===== src/rtl/bigmul_pkg.sv =====
// bigmul_pkg: constants and state encoding shared by the big-integer multiplier and its drain stage
package bigmul_pkg;
    localparam int NDIAGS     = 128;
    localparam int NWORDS     = 64;
    localparam int LIMB_W     = 64;
    localparam int LIMB_BYTES = 8;
    typedef enum logic [1:0] {IDLE, CHECK, STREAM, FINISH} state_e;
endpackage


===== src/rtl/bigmul_skid_fifo.sv =====
// bigmul_skid_fifo: DEPTH x W synchronous FIFO, head visible the cycle after a push (no fall-through)
module bigmul_skid_fifo #(
    parameter  int DEPTH = 2,
    parameter  int W     = 64,
    localparam int PW    = $clog2(DEPTH),
    localparam int CW    = $clog2(DEPTH + 1)
) (
    input  logic          clk,
    input  logic          rstn,
    input  logic          push,
    input  logic          pop,
    input  logic [W-1:0]  wdata,
    output logic [W-1:0]  rdata,
    output logic          empty,
    output logic          full,
    output logic [CW-1:0] count
);
    logic [W-1:0]  mem_q [DEPTH];
    logic [W-1:0]  mem_d [DEPTH];
    logic [PW-1:0] wptr_q, wptr_d, rptr_q, rptr_d;
    logic [CW-1:0] cnt_q, cnt_d;
    logic          do_push, do_pop;

    assign empty   = cnt_q == '0;
    assign full    = cnt_q == CW'(DEPTH);
    assign count   = cnt_q;
    assign rdata   = mem_q[rptr_q];
    assign do_push = push && !full;
    assign do_pop  = pop && !empty;

    // Write the pushed word, advance wrapping pointers, track occupancy
    always_comb begin
        mem_d = mem_q;
        if (do_push) mem_d[wptr_q] = wdata;
        wptr_d = do_push ? (wptr_q == PW'(DEPTH - 1) ? '0 : wptr_q + PW'(1)) : wptr_q;
        rptr_d = do_pop ? (rptr_q == PW'(DEPTH - 1) ? '0 : rptr_q + PW'(1)) : rptr_q;
        cnt_d  = cnt_q + CW'(do_push) - CW'(do_pop);
    end

    // Storage needs no reset: the head is only consumed while count is nonzero
    always_ff @(posedge clk) begin
        mem_q <= mem_d;
    end

    // Pointer and occupancy registers, emptied on reset
    always_ff @(posedge clk or negedge rstn) begin
        if (!rstn) begin
            wptr_q <= '0;
            rptr_q <= '0;
            cnt_q  <= '0;
        end else begin
            wptr_q <= wptr_d;
            rptr_q <= rptr_d;
            cnt_q  <= cnt_d;
        end
    end
endmodule


===== src/rtl/bigmul_result_drain.sv =====
// bigmul_result_drain: streams result-cache limbs, LSB limb first, to memory over a valid/ready write channel
module bigmul_result_drain
    import bigmul_pkg::*;
#(
    parameter int NDIAGS = bigmul_pkg::NDIAGS,
    parameter int AW     = 64,
    parameter int DEPTH  = 2
) (
    input  logic                      clk,
    input  logic                      rstn,
    input  logic                      start,
    input  logic [31:0]               operand_size,
    input  logic [AW-1:0]             base_addr,
    output logic                      rc_rd_en,
    output logic [$clog2(NDIAGS)-1:0] rc_rd_addr,
    input  logic [LIMB_W-1:0]         rc_rd_data,
    output logic                      mem_wvalid,
    input  logic                      mem_wready,
    output logic [AW-1:0]             mem_waddr,
    output logic [LIMB_W-1:0]         mem_wdata,
    output logic                      busy,
    output logic                      done,
    output logic                      err
);
    localparam int CW = $clog2(NDIAGS + 1);
    localparam int FW = $clog2(DEPTH + 1);

    state_e            state_q, state_d;
    logic [31:0]       size_q, size_d;
    logic [AW-1:0]     base_q, base_d;
    logic [CW-1:0]     rd_cnt_q, rd_cnt_d, wr_cnt_q, wr_cnt_d, n;
    logic              inflight_q, inflight_d, err_q, err_d;
    logic              illegal, pop, fifo_empty, fifo_full;
    logic [FW-1:0]     fifo_count;
    logic [LIMB_W-1:0] fifo_rdata;

    assign n       = CW'({size_q, 1'b0});
    assign illegal = size_q == '0 || size_q > 32'(NDIAGS / 2);
    assign pop     = mem_wvalid && mem_wready;

    // A write leaving this cycle frees its slot, so the cache read stream keeps pace with an always-ready sink
    assign rc_rd_en   = state_q == STREAM && rd_cnt_q < n && (!fifo_full || pop) &&
                        (fifo_count + FW'(inflight_q) - FW'(pop)) < FW'(DEPTH);
    assign rc_rd_addr = rc_rd_en ? rd_cnt_q[$clog2(NDIAGS)-1:0] : '0;
    assign mem_wvalid = !fifo_empty;
    assign mem_wdata  = mem_wvalid ? fifo_rdata : '0;
    assign mem_waddr  = mem_wvalid ? base_q + AW'(wr_cnt_q) * AW'(LIMB_BYTES) : '0;
    assign busy       = state_q == CHECK || state_q == STREAM;
    assign done       = state_q == FINISH;
    assign err        = done && err_q;

    bigmul_skid_fifo #(.DEPTH(DEPTH), .W(LIMB_W)) u_fifo (
        .clk   (clk),
        .rstn  (rstn),
        .push  (inflight_q),
        .pop   (pop),
        .wdata (rc_rd_data),
        .rdata (fifo_rdata),
        .empty (fifo_empty),
        .full  (fifo_full),
        .count (fifo_count)
    );

    // Next-state: latch request, validate size, count reads and accepted writes, then pulse done
    always_comb begin
        state_d    = state_q;
        size_d     = size_q;
        base_d     = base_q;
        rd_cnt_d   = rd_cnt_q;
        wr_cnt_d   = wr_cnt_q;
        err_d      = err_q;
        inflight_d = rc_rd_en;
        case (state_q)
            IDLE: if (start) begin
                state_d = CHECK;
                size_d  = operand_size;
                base_d  = base_addr;
                err_d   = 1'b0;
            end
            CHECK: begin
                state_d  = illegal ? FINISH : STREAM;
                err_d    = illegal;
                rd_cnt_d = '0;
                wr_cnt_d = '0;
            end
            STREAM: begin
                rd_cnt_d = rd_cnt_q + CW'(rc_rd_en);
                wr_cnt_d = wr_cnt_q + CW'(pop);
                if (wr_cnt_q == n) state_d = FINISH;
            end
            default: state_d = IDLE;
        endcase
    end

    // State and datapath registers; reset discards any read in flight
    always_ff @(posedge clk or negedge rstn) begin
        if (!rstn) begin
            state_q    <= IDLE;
            size_q     <= '0;
            base_q     <= '0;
            rd_cnt_q   <= '0;
            wr_cnt_q   <= '0;
            inflight_q <= 1'b0;
            err_q      <= 1'b0;
        end else begin
            state_q    <= state_d;
            size_q     <= size_d;
            base_q     <= base_d;
            rd_cnt_q   <= rd_cnt_d;
            wr_cnt_q   <= wr_cnt_d;
            inflight_q <= inflight_d;
            err_q      <= err_d;
        end
    end
endmodule

===== config.mk =====
export PLATFORM = sky130hd
export DESIGN_NAME = bigmul_result_drain
export DESIGN_NICKNAME = d
export VERILOG_FILES = /design/src/rtl/bigmul_pkg.sv /design/src/rtl/bigmul_skid_fifo.sv /design/src/rtl/bigmul_result_drain.sv
export SDC_FILE = /design/constraint.sdc
export NUM_CORES = 1
export LEC_CHECK = 0
export ABC_AREA = 1
export CAP_MARGIN = 20
export CORE_MARGIN = 3
export CORE_UTILIZATION = 45
export CTS_CLUSTER_DIAMETER = 120
export DETAILED_ROUTE_END_ITERATION = 7
export GPL_TIMING_DRIVEN = 0
export PLACE_DENSITY = 0.83
export RECOVER_POWER = 25
export SLEW_MARGIN = 20
export SYNTH_ARGS = -nofsm -noshare
export SYNTH_HDL_FRONTEND = slang
export SYNTH_HIERARCHICAL = 1
export SYNTH_SLANG_ARGS = --single-unit

===== constraint.sdc =====
create_clock -name clk -period 5.3 [get_ports clk]
set_input_delay 1.06 -clock clk [delete_from_list [all_inputs] [get_ports clk]]
set_output_delay 1.06 -clock clk [all_outputs]
set_load 0.01 [all_outputs]

==> results.cfg <==
[route]
drc = 0
antenna_left = 0
vias = 12461
drt_iter0_drc = 810
wirelength_um = 43300
wl_per_cell_um = 17.6
avgViaCountPerCell = 5.07
first_pass_iters = 5

[placed_design]
routabilityCongestion = 0.959
hpwl_um = 33500
placedCellCount = 2408
place_ws_ns = -0.166
placed_area_um2 = 17000
numPortBuffers = 303

[die]
die_y_um = 179
start_util_pct = 46.3
std_cell_rows = 62
coreArea_um2 = 29000
ioPinCount = 304
dieArea_um2 = 31900
die_w_um = 179

[setup_path]
worst_r2r_path_depth = 16
slowest_delay_ns = 0.52
cpMostUsedCell = nor2_1
cp_max_fo = 19
cp-end-kind = primary output
critical_path_class = reg2out
crit_chain = inv_1 -> nand2_1 -> inv_1 -> buf_4 -> nor2_1 -> ha_1 -> nor2_1 -> xor2_1 -> nor2_1 -> ha_1 -> clkdlybuf4s50_1
cp-endpoint = rc_rd_addr[0]
crit_path_start = u_fifo/count[1]$_DFF_PN0_
start_kind = flip-flop
cp.arrival_ns = 3.99
slowest_stage = clkdlybuf4s50_1
reg2reg_to = rd_cnt_q[6]$_DFFE_PN0P_
r2r_start = u_fifo/count[1]$_DFF_PN0_
rrSetupSlack_ns = 1.55
cp.required_ns = 4.24

[pwr]
pwr-share-seq_pct = 32.6
switchingPower_w = 0.00385
swShare_pct = 41.2
p_leak_nw = 8.06
powerDensity_nw_per_um2 = 521
total_power_w = 0.00933
clkPwrFrac_pct = 19.9
intPower_w = 0.00548
irDropWorstVdd_uv = 389
pwr-share-comb_pct = 47.5

[grt]
grt_pass1_vias = 12636
antenna_found_initial = 2
grtUsageTotal_pct = 26.9
overflow = 0
grt_pass1_wl_um = 66400
grt_max_degree = 73

[cells_and_area]
final_common_cell = nand2_1
final_area_um2 = 17900
drive_above_1_share_pct = 7.82
final_cell_mix = nand2_1 (645), clkdlybuf4s50_1 (247), inv_1 (202)
nFillCells = 2451
final_cell_count_no_fill = 2458
synthToLayoutAreaGrowth_pct = 33.4
final_nets = 2241

[run]
maxCapViolCount = 1

[outcome]
violations = max-capacitance violations, max-slew violations
outcome = finished, violations left

[synthesis]
synth_edf_count = 128
synth.ff_latch_count = 248
ys_seq_area_share_pct = 51.0
synth.distinct_cells = 37
async_flop_share_pct = 48.4
synth_ff_type = edfxtp_1
synthesis.area_um2 = 13400
syn_area_per_cell_um2 = 7.82
ys_warn_count = 6
synth_top_area_share_pct = 28.6
syn_inst = 1717
yosys.area.top_type = edfxtp_1
syn_nets = 1907
synthTopCellsByArea = edfxtp_1 (29%), dfrtp_1 (22%), nand2_1 (18%), inv_1 (5.7%), nor2_1 (5.4%)

[min_path]
hold_class = reg2reg

[sta]
final.period_utilization_pct = 95.2
grt_setup_unrepaired = no
tightest_slew_ns = 2.82
max-slew-margin-rel_pct = -88.1
fmax_mhz = 198
post-route-min-period_ns = 5.05
drv_slew = 49
timing.setup.tns_ns = 0
setup_ws_ns = 0.254
setup_viol = 0
finClkSkew_ns = 0.0196
hold_violations = 0

[cts]
insertion_delay_ns = 0.54
cts_tree = done
cts_num_sinks = 248
clk_pin_slew_ns = 0.06
cts_buffer_depth = 3
cts_made_buffers = 27
cts-root-buf = clkbuf_16
h-tree-depth = 1
==> critical path: cells and delay by family, from the launching register on <==
kind                       cells  cell delay, ns
adders and majority gates      2            0.59
DFF                            1            0.42
and+or+nand+nor                4            0.57
buffers and inverters          4            1.46
xor gates and xnor gates       1            0.43
==> worst min-delay path by stage <==
stage	slack, ns	startpoint	depth (start not counted)	end
floorplan	0.44	u_fifo/wptr_q$_DFFE_PN0P_	2	u_fifo/wptr_q$_DFFE_PN0P_
global placement	0.45	u_fifo/wptr_q$_DFFE_PN0P_	2	u_fifo/wptr_q$_DFFE_PN0P_
detailed placement	0.47	size_q[31]$_DFFE_PN0P_	2	size_q[31]$_DFFE_PN0P_
CTS	0.45	rstn	1	base_q[62]$_DFFE_PN0P_
global route	0.51	size_q[28]$_DFFE_PN0P_	2	size_q[28]$_DFFE_PN0P_
finish	0.48	size_q[28]$_DFFE_PN0P_	2	size_q[28]$_DFFE_PN0P_
==> state kept, by name (all words and copies together), names as in the netlist <==
register	count
size_q	32
u_fifo/mem_q	128
base_q	64
u_fifo/rptr_q	1
state_q	2
rd_cnt_q	8
wr_cnt_q	8
err_q	1
u_fifo/wptr_q	1
inflight_q	1
u_fifo/count	2
==> kinds of logic (layout without fill, tap and decap cells) <==
kind of cell,after synthesis,count (layout),share of synthesized area [%]
DFF,248,248,51.0
and+or+nand+nor,1040,1040,33.1
buffers and inverters,268,623,7.83
AOI/OAI and AO/OA,122,122,4.74
other,0,2,0
adders and majority gates,26,26,2.48
xor gates and xnor gates,13,13,0.848
==> final cells by class <==
type	instances	area, um^2	share of cell area [%]
Sequential cell	248	6850	38.2
Multi-Input combinational cell	1201	5530	30.9
Timing Repair Buffer	307	3110	17.4
Inverter	218	821	4.59
Clock buffer	37	774	4.33
Tap cell	384	480	2.68
Buffer	48	228	1.27
Clock inverter	13	103	0.573
Antenna cell	2	5.00	0.0280
==> cells in the mapped netlist, types with 3 or more instances <==
master and count:
inv_1 203, nand2_2 27, nor2_4 15, xor2_1 6, dfrtp_1 120, nand3_1 69, o21ai_0 78, buf_4 8
xnor2_1 7, nor2_1 192, ha_1 25, nor3_1 15, edfxtp_1 128, buf_2 12, nand3b_1 4, clkinv_1 4
buf_1 3, a21oi_1 35, nor2_2 29, nand4_1 29, nand2_1 645, inv_2 11, clkbuf_1 27, nand3_2 5
==> repair_timing <==
action,4_1_cts,5_1_grt
endpoints found under the setup margin,8,1
hold buffers,0,0
setup buffers,0,0
resized for setup,1,0
==> power by group through the flow <==
| stage | Combinational [W] | Sequential (W) | Clock [W] |
|---|---|---|---|
| 3_3_place_gp | 0.00426 | 0.00307 | 0 |
| 2_1_floorplan | 0.00234 | 0.00291 | 0 |
| 5_1_grt | 0.00489 | 0.00310 | 0.00195 |
| 3_5_place_dp | 0.00440 | 0.00306 | 0 |
| 4_1_cts | 0.00445 | 0.00303 | 0.00187 |
| 6_report | 0.00443 | 0.00304 | 0.00186 |
==> per-layer routing <==
layer	GRT usage, %	wire [um]	share of wire, %
met4	11.3	2000	4.6
met1	32.2	16500	38
met3	6.93	3930	9.1
met5	0	22	0.051
met2	46.0	20800	48
==> stage by stage <==
stage | util [%] | hold slack [ns]
floorplan | - | 0.442
global placement | 58.4 | 0.454
detailed placement | 58.7 | 0.466
CTS | 61.7 | 0.446
global route | 61.7 | 0.509
finish | 61.7 | 0.482
Power figures use the tool's default switching activity.
